File: src/rtl/ama_riscv_pkg.sv
// ama_riscv_pkg
//   Shared types and constants for the ama_riscv UART peripheral.
//   - uart_tx_state_t : transmit FSM states
//   - uart_rx_state_t : receive FSM states
//   - UART_DATA_BITS  : payload bits per frame (8N1)
//   Both enums hold IDLE/START/DATA/STOP. They carry TX_/RX_ prefixes
//   because they share this package's scope and would otherwise clash.

package ama_riscv_pkg;

    localparam int UART_DATA_BITS = 8;

    typedef enum logic [1:0] {
        TX_IDLE,
        TX_START,
        TX_DATA,
        TX_STOP
    } uart_tx_state_t;

    typedef enum logic [1:0] {
        RX_IDLE,
        RX_START,
        RX_DATA,
        RX_STOP
    } uart_rx_state_t;

endpackage

File: src/rtl/ama_riscv_uart_rx_fifo.sv
// ama_riscv_uart_rx_fifo
//   Synchronous first-word-fall-through FIFO for received UART bytes.
//   It is used only when the top is built with UART_RX_FIFO_EN.
//   Ports:
//     clk, rst_n        clock, async active-low reset
//     push, push_data   write request and byte
//     pop               consume the head entry
//     head_data         current head entry (valid when !empty)
//     full, empty       occupancy flags
//   The pointers are one bit wider than the address, and that extra bit
//   is the wrap bit. A push into a full FIFO succeeds only when a pop
//   happens in the same cycle.

module ama_riscv_uart_rx_fifo #(
    parameter int DEPTH = 4,
    parameter int WIDTH = 8
) (
    input  logic             clk,
    input  logic             rst_n,
    input  logic             push,
    input  logic [WIDTH-1:0] push_data,
    input  logic             pop,
    output logic [WIDTH-1:0] head_data,
    output logic             full,
    output logic             empty
);

    localparam int AW = $clog2(DEPTH);

    logic [WIDTH-1:0] mem [DEPTH];
    logic [AW:0]      wr_ptr;
    logic [AW:0]      rd_ptr;
    logic             do_pop;
    logic             do_push;

    assign empty     = (wr_ptr == rd_ptr);
    assign full      = (wr_ptr[AW] != rd_ptr[AW]) && (wr_ptr[AW-1:0] == rd_ptr[AW-1:0]);
    assign do_pop    = pop && !empty;
    assign do_push   = push && (!full || do_pop);
    assign head_data = mem[rd_ptr[AW-1:0]];

    // Storage is cleared on reset so that the head reads 0 before the first byte arrives.
    always_ff @(posedge clk or negedge rst_n) begin
        if (!rst_n) begin
            wr_ptr <= '0;
            rd_ptr <= '0;
            for (int i = 0; i < DEPTH; i++) begin
                mem[i] <= '0;
            end
        end else begin
            if (do_push) begin
                mem[wr_ptr[AW-1:0]] <= push_data;
                wr_ptr              <= wr_ptr + 1'b1;
            end
            if (do_pop) begin
                rd_ptr <= rd_ptr + 1'b1;
            end
        end
    end

endmodule

File: src/rtl/ama_riscv_uart.sv
// ama_riscv_uart
//   MMIO UART peripheral. It is the far end of the core's uart_send_req
//   and uart_recv_rsp channels and uses 8N1 framing, LSB first.
//   Ports:
//     clk, rst_n                          clock, async active-low reset
//     send_req_valid/data/ready           TX byte handshake (ready = TX idle)
//     recv_rsp_valid/data/ready           RX byte handshake
//     rx_overrun                          1-cycle pulse when a received byte is dropped
//     serial_rx, serial_tx                board serial pins, both idle high
//   Configuration macro: UART_RX_FIFO_EN
//     Undefined: a single receive holding register.
//     Defined:   an RX_FIFO_DEPTH-entry FWFT FIFO (ama_riscv_uart_rx_fifo).

module ama_riscv_uart
    import ama_riscv_pkg::*;
#(
    parameter int CLK_FREQ_HZ   = 100_000_000,
    parameter int BAUD_RATE     = 115_200,
    parameter int RX_FIFO_DEPTH = 4
) (
    input  logic                      clk,
    input  logic                      rst_n,
    input  logic                      send_req_valid,
    input  logic [UART_DATA_BITS-1:0] send_req_data,
    output logic                      send_req_ready,
    output logic                      recv_rsp_valid,
    output logic [UART_DATA_BITS-1:0] recv_rsp_data,
    input  logic                      recv_rsp_ready,
    output logic                      rx_overrun,
    input  logic                      serial_rx,
    output logic                      serial_tx
);

    localparam int CLKS_PER_BIT = CLK_FREQ_HZ / BAUD_RATE;
    localparam int CNT_W        = $clog2(CLKS_PER_BIT + 1);

    localparam logic [CNT_W-1:0] BIT_LAST  = CNT_W'(CLKS_PER_BIT - 1);
    localparam logic [CNT_W-1:0] HALF_LAST = CNT_W'(CLKS_PER_BIT / 2 - 1);
    localparam logic [2:0]       IDX_LAST  = 3'(UART_DATA_BITS - 1);

    // A bit period this short leaves no room for the half-bit start check.
    if (CLKS_PER_BIT < 4) begin : g_bad_baud
        $error("ama_riscv_uart: CLKS_PER_BIT must be at least 4");
    end

    if (RX_FIFO_DEPTH < 1) begin : g_bad_depth
        $error("ama_riscv_uart: RX_FIFO_DEPTH must be positive");
    end

    // ---------------------------------------------------------------- TX
    uart_tx_state_t            tx_state_q, tx_state_d;
    logic [CNT_W-1:0]          tx_cnt_q, tx_cnt_d;
    logic [2:0]                tx_idx_q, tx_idx_d;
    logic [UART_DATA_BITS-1:0] tx_shift_q, tx_shift_d;
    logic                      tx_bit_q, tx_bit_d;
    logic                      tx_ready_q, tx_ready_d;

    assign serial_tx      = tx_bit_q;
    assign send_req_ready = tx_ready_q;

    always_ff @(posedge clk or negedge rst_n) begin
        if (!rst_n) begin
            tx_state_q <= TX_IDLE;
            tx_cnt_q   <= '0;
            tx_idx_q   <= '0;
            tx_shift_q <= '0;
            tx_bit_q   <= 1'b1;
            tx_ready_q <= 1'b1;
        end else begin
            tx_state_q <= tx_state_d;
            tx_cnt_q   <= tx_cnt_d;
            tx_idx_q   <= tx_idx_d;
            tx_shift_q <= tx_shift_d;
            tx_bit_q   <= tx_bit_d;
            tx_ready_q <= tx_ready_d;
        end
    end

    // Ready is computed from the current state. It therefore rises one cycle
    // after the FSM re-enters IDLE and drops on the same edge that accepts a byte.
    always_comb begin
        tx_state_d = tx_state_q;
        tx_cnt_d   = tx_cnt_q;
        tx_idx_d   = tx_idx_q;
        tx_shift_d = tx_shift_q;
        tx_bit_d   = tx_bit_q;
        tx_ready_d = 1'b0;
        case (tx_state_q)
            TX_IDLE: begin
                tx_bit_d   = 1'b1;
                tx_ready_d = 1'b1;
                if (send_req_valid && send_req_ready) begin
                    tx_state_d = TX_START;
                    tx_shift_d = send_req_data;
                    tx_cnt_d   = '0;
                    tx_bit_d   = 1'b0;
                    tx_ready_d = 1'b0;
                end
            end
            TX_START: begin
                if (tx_cnt_q == BIT_LAST) begin
                    tx_state_d = TX_DATA;
                    tx_cnt_d   = '0;
                    tx_idx_d   = '0;
                    tx_bit_d   = tx_shift_q[0];
                end else begin
                    tx_cnt_d = tx_cnt_q + 1'b1;
                end
            end
            TX_DATA: begin
                if (tx_cnt_q == BIT_LAST) begin
                    tx_cnt_d = '0;
                    if (tx_idx_q == IDX_LAST) begin
                        tx_state_d = TX_STOP;
                        tx_bit_d   = 1'b1;
                    end else begin
                        tx_idx_d   = tx_idx_q + 1'b1;
                        tx_shift_d = tx_shift_q >> 1;
                        tx_bit_d   = tx_shift_q[1];
                    end
                end else begin
                    tx_cnt_d = tx_cnt_q + 1'b1;
                end
            end
            TX_STOP: begin
                if (tx_cnt_q == BIT_LAST) begin
                    tx_state_d = TX_IDLE;
                    tx_cnt_d   = '0;
                end else begin
                    tx_cnt_d = tx_cnt_q + 1'b1;
                end
            end
            default: tx_state_d = TX_IDLE;
        endcase
    end

    // ---------------------------------------------------------------- RX
    uart_rx_state_t            rx_state_q, rx_state_d;
    logic [CNT_W-1:0]          rx_cnt_q, rx_cnt_d;
    logic [2:0]                rx_idx_q, rx_idx_d;
    logic [UART_DATA_BITS-1:0] rx_shift_q, rx_shift_d;
    logic [1:0]                rx_sync_q;
    logic                      rx_line;
    logic                      rx_commit;
    logic                      rx_drop;

    assign rx_line = rx_sync_q[1];

    // The synchronizer resets to the idle level so that reset release does not look like a start bit.
    always_ff @(posedge clk or negedge rst_n) begin
        if (!rst_n) begin
            rx_sync_q  <= 2'b11;
            rx_state_q <= RX_IDLE;
            rx_cnt_q   <= '0;
            rx_idx_q   <= '0;
            rx_shift_q <= '0;
        end else begin
            rx_sync_q  <= {rx_sync_q[0], serial_rx};
            rx_state_q <= rx_state_d;
            rx_cnt_q   <= rx_cnt_d;
            rx_idx_q   <= rx_idx_d;
            rx_shift_q <= rx_shift_d;
        end
    end

    // START checks the line half a bit after the falling edge. From then on,
    // each full-bit wait lands in the middle of the next bit.
    always_comb begin
        rx_state_d = rx_state_q;
        rx_cnt_d   = rx_cnt_q;
        rx_idx_d   = rx_idx_q;
        rx_shift_d = rx_shift_q;
        rx_commit  = 1'b0;
        case (rx_state_q)
            RX_IDLE: begin
                if (!rx_line) begin
                    rx_state_d = RX_START;
                    rx_cnt_d   = '0;
                end
            end
            RX_START: begin
                if (rx_cnt_q == HALF_LAST) begin
                    rx_cnt_d   = '0;
                    rx_idx_d   = '0;
                    rx_state_d = rx_line ? RX_IDLE : RX_DATA;
                end else begin
                    rx_cnt_d = rx_cnt_q + 1'b1;
                end
            end
            RX_DATA: begin
                if (rx_cnt_q == BIT_LAST) begin
                    rx_cnt_d   = '0;
                    rx_shift_d = {rx_line, rx_shift_q[UART_DATA_BITS-1:1]};
                    if (rx_idx_q == IDX_LAST) begin
                        rx_state_d = RX_STOP;
                    end else begin
                        rx_idx_d = rx_idx_q + 1'b1;
                    end
                end else begin
                    rx_cnt_d = rx_cnt_q + 1'b1;
                end
            end
            RX_STOP: begin
                if (rx_cnt_q == BIT_LAST) begin
                    rx_state_d = RX_IDLE;
                    rx_cnt_d   = '0;
                    rx_commit  = rx_line;
                end else begin
                    rx_cnt_d = rx_cnt_q + 1'b1;
                end
            end
            default: rx_state_d = RX_IDLE;
        endcase
    end

    // ---------------------------------------------------------- RX storage
`ifdef UART_RX_FIFO_EN
    logic rx_full;
    logic rx_empty;
    logic rx_pop;

    if ((RX_FIFO_DEPTH < 2) || ((RX_FIFO_DEPTH & (RX_FIFO_DEPTH - 1)) != 0)) begin : g_bad_fifo
        $error("ama_riscv_uart: RX_FIFO_DEPTH must be a power of 2, at least 2");
    end

    assign rx_pop         = recv_rsp_valid && recv_rsp_ready;
    assign recv_rsp_valid = !rx_empty;
    assign rx_drop        = rx_commit && rx_full && !rx_pop;

    ama_riscv_uart_rx_fifo #(
        .DEPTH (RX_FIFO_DEPTH),
        .WIDTH (UART_DATA_BITS)
    ) u_rx_fifo (
        .clk       (clk),
        .rst_n     (rst_n),
        .push      (rx_commit),
        .push_data (rx_shift_q),
        .pop       (rx_pop),
        .head_data (recv_rsp_data),
        .full      (rx_full),
        .empty     (rx_empty)
    );
`else
    logic                      hold_valid_q;
    logic [UART_DATA_BITS-1:0] hold_data_q;

    assign recv_rsp_valid = hold_valid_q;
    assign recv_rsp_data  = hold_data_q;
    assign rx_drop        = rx_commit && hold_valid_q && !recv_rsp_ready;

    // A commit that coincides with a pop replaces the byte and keeps valid high.
    // The data register holds the last byte after it has been drained.
    always_ff @(posedge clk or negedge rst_n) begin
        if (!rst_n) begin
            hold_valid_q <= 1'b0;
            hold_data_q  <= '0;
        end else if (rx_commit && !rx_drop) begin
            hold_valid_q <= 1'b1;
            hold_data_q  <= rx_shift_q;
        end else if (hold_valid_q && recv_rsp_ready) begin
            hold_valid_q <= 1'b0;
        end
    end
`endif

    always_ff @(posedge clk or negedge rst_n) begin
        if (!rst_n) begin
            rx_overrun <= 1'b0;
        end else begin
            rx_overrun <= rx_drop;
        end
    end

endmodule
File: config.mk
export PLATFORM = sky130hd
export DESIGN_NAME = ama_riscv_uart
export DESIGN_NICKNAME = d
export VERILOG_FILES = /design/src/rtl/ama_riscv_pkg.sv /design/src/rtl/ama_riscv_uart_rx_fifo.sv /design/src/rtl/ama_riscv_uart.sv
export SDC_FILE = /design/constraint.sdc
export NUM_CORES = 1
export LEC_CHECK = 0
export BUFFER_PORTS_ARGS = -buffer_cell sky130_fd_sc_hd__buf_4
export CAP_MARGIN = 20
export CELL_PAD_IN_SITES_DETAIL_PLACEMENT = 1
export CELL_PAD_IN_SITES_GLOBAL_PLACEMENT = 1
export CORE_ASPECT_RATIO = 1.4
export CORE_UTILIZATION = 50
export CTS_BUF_LIST = sky130_fd_sc_hd__clkbuf_8
export DETAILED_ROUTE_END_ITERATION = 10
export GPL_TIMING_DRIVEN = 0
export PLACE_DENSITY = 0.89
export SYNTH_ARGS = -nofsm -noshare
export SYNTH_HDL_FRONTEND = slang
export SYNTH_HIERARCHICAL = 1
export SYNTH_SLANG_ARGS = --single-unit
File: constraint.sdc
create_clock -name clk -period 2.7 [get_ports clk]
set_input_delay 0.54 -clock clk [delete_from_list [all_inputs] [get_ports clk]]
set_output_delay 0.54 -clock clk [all_outputs]
set_load 0.05 [all_outputs]
==> reports/summary.txt <==
status: complete, no violations
crit-path max FO: 10
Tmin final: 2.23 ns
ys async rst share: 100%
Final setup viols: 0
setup TNS: 0 ns
DP HPWL: 4410 um
number of remaining DRC errors: 0
I/O pins: 25
Skew-Pair Late Insertion Delay: 0.35 ns
register area share after synthesis: 47.8%
cts hold-fix bufs: 0
vias in the first global route: 2450
Syn Area/Cell: 11.4 um^2
crit start category: flip-flop
n_diodes: 0
top_reg_cell synth: dfrtp_1
Clock transition at path regs: 0.08 ns
slowest stage delay, CP: 0.46 ns
Finished Core Util: 60.5%
WP data arrival: 2.43 ns
Die Width: 69.1 um
H-tree level count: 3
Setup crit end kind: flip-flop
via/cell ratio: 5.96
Leakage: 1.66 nW
setup bufs post-CTS: 0
Total Routing Usage GR: 22.7%
layout net count: 336
max-cap violation count: 0
first-pass GRT wire length: 11800 um
Req. time, crit path: 2.90 ns
Power Density: 808 nW/um^2
Post-Syn Nets: 301
share of layout cells above drive strength 1: 30.6%
CTS tree: yes
Critical R2R Capture: rx_cnt_q[5]$_DFFE_PN0P_
chip height: 96.0 um
hold crit path type: in -> async
core area: 5990 um^2
total gr overflow: 0
post-synth top area share: 44.4%
synth warn: 6
fin. max-slew vios: 0
post-route ant nets: 0
clk buf depth: 2
Worst path slowest cell: nor4bb_1
critical path type: reg -> reg
die area: 6630 um^2
cell chain of the critical path: inv_1 -> ha_1 -> nor4bb_1 -> a31oi_2 -> a21oi_2 -> o311ai_0
I/O Buffers: 24
Initial DRC Count: 121
most frequent cells in the layout: dfrtp_1 (56), nand2_1 (27), mux2_2 (27), buf_4 (25), o21ai_0 (14)
Netlist Area Pre-Place: 3150 um^2
row count: 33
reg2reg start: rx_cnt_q[1]$_DFFE_PN0P_
Area Growth Syn to Fin: 14.8%
post-route clock period utilization: 82.5%
drt wl/cell: 17.2 um
Num CTS Buffers: 9
CTS Sinks: 60
Final Hold Fails: 0
Cell Area, Placed: 3420 um^2
clk_skew: 0.00783 ns
Placer Congestion: 0.817
starting density of the core: 52.7%
R2R depth: 6
fin area: 3620 um^2
Post-Route WL: 6660 um
Worst Hold Slack: 0.237 ns
via count: 2306
commonest non-fill, non-tap cell in the layout: dfrtp_1
Reg2Reg Setup Slack: 0.47 ns
worst vdd ir: 0.000717 V
Area contributors post-synth: dfrtp_1 (44%), mux2_2 (9.6%), ha_1 (4.4%), dfstp_2 (3.3%), mux2_4 (3.3%)
root buffer cell: clkbuf_8
largest net degree at the start of global routing: 61
RSZ-0062 raised after global routing: no
post-synth top area cell: dfrtp_1
distinct cell type count of the synthesized netlist: 58
initial antenna violation count: 0
synthesis-stage register bit count: 60
DRT Pass-1 Iters: 4
EDFF count, synth: 0
Slew @ Worst Pin: 0.755 ns
Gate Count Post-Synth: 277
post-CTS resize count: 0
Rel. slew slack: 49.7%
Fmax achieved: 449 MHz
## where the power goes
group	internal (mW)	switching [mW]
Clock	0.430	0.390
Combinational	0.445	0.473
Sequential	1.06	0.129
Total	1.93	0.993
## stage by stage
| stage | cells | power [mW] | setup slack [ns] |
|---|---|---|---|
| detailed placement | 371 | 2.11 | 0.511 |
| CTS | 387 | 2.95 | 0.452 |
| finish | 387 | 2.92 | 0.472 |
| floorplan | 277 | 1.88 | 0.822 |
| global placement | 371 | 2.05 | 0.590 |
| global route | 387 | 3.09 | 0.312 |
## worst max-delay path: cells and delay by family, from the launching register on
family | cells | cell delay, ns
simple gates | 1 | 0.46
fa+ha+maj | 1 | 0.15
compound gates | 3 | 0.93
flops | 1 | 0.44
buf+inv | 1 | 0.09
## cell type report
type                            count  area (um^2)
Timing Repair Buffer               24          180
Fill cell                         622         2370
Tap cell                           70         87.6
Clock inverter                      7         76.3
Inverter                            6         22.5
Clock buffer                        9          124
Sequential cell                    60         1510
Multi-Input combinational cell    199         1560
Buffer                             12         66.3
## sequential cells by signal, indices dropped and copies added, names as in the netlist, named ones only
| name | cells |
|---|---|
| tx_state_q | 2 |
| rx_cnt_q | 10 |
| rx_shift_q | 8 |
| recv_rsp_data | 8 |
| rx_overrun | 1 |
| rx_state_q | 1 |
| tx_idx_q | 3 |
| rx_sync_q | 2 |
| recv_rsp_valid | 1 |
| send_req_ready | 1 |
| tx_shift_q | 8 |
| tx_cnt_q | 10 |
| serial_tx | 1 |
| rx_idx_q | 3 |
## per-layer routing
| layer | routed length (um) | share of wire, % | vias to the layer above | track usage [%] |
|---|---|---|---|---|
| li1 | - | - | 1097 | - |
| met1 | 2900 | 43 | 1158 | 26.5 |
| met2 | 3460 | 52 | 37 | 40.0 |
| met3 | 168 | 2.5 | 14 | 5.03 |
| met4 | 136 | 2.0 | 0 | 10.5 |
| met5 | 0 | 0 | - | 0 |
## logic make-up (layout without fill, tap and decap cells)
| kind of cell | after synthesis | in the layout | share of synthesized area (%) |
|---|---|---|---|
| buf+inv | 18 | 58 | 2.82 |
| xor+xnor | 4 | 4 | 1.11 |
| flops | 60 | 60 | 47.8 |
| compound gates | 56 | 56 | 12.5 |
| simple gates | 93 | 93 | 18.2 |
| fa+ha+maj | 11 | 11 | 4.37 |
| mux | 35 | 35 | 13.3 |
## how the worst max path moves through the flow
stage	startpoint	endpoint	slack, ns	cells after the start
detailed placement	tx_state_q[0]$_DFFE_PN0P_	tx_shift_q[5]$_DFFE_PN0P_	0.51	6
floorplan	send_req_ready$_DFF_PN1_	tx_shift_q[0]$_DFFE_PN0P_	0.82	6
CTS	rx_cnt_q[1]$_DFFE_PN0P_	rx_cnt_q[5]$_DFFE_PN0P_	0.45	6
finish	rx_cnt_q[1]$_DFFE_PN0P_	rx_cnt_q[5]$_DFFE_PN0P_	0.47	6
global route	tx_state_q[0]$_DFFE_PN0P_	tx_state_q[1]$_DFFE_PN0P_	0.31	7
global placement	tx_state_q[0]$_DFFE_PN0P_	tx_shift_q[2]$_DFFE_PN0P_	0.59	6
## synthesized netlist by cell type (4+ instances only)
cell,n
a21o_1,4
a21oi_1,5
a22o_1,8
a31oi_1,9
and2_1,4
clkbuf_1,6
dfrtp_1,56
dfstp_2,4
ha_1,11
inv_1,5
mux2_2,27
mux2_4,7
nand2_1,27
nand2b_1,4
nand3_1,12
nand4_1,7
nor2_1,7
nor2b_1,4
nor3_1,4
o21ai_0,14
(Power assumes the default switching activity.)
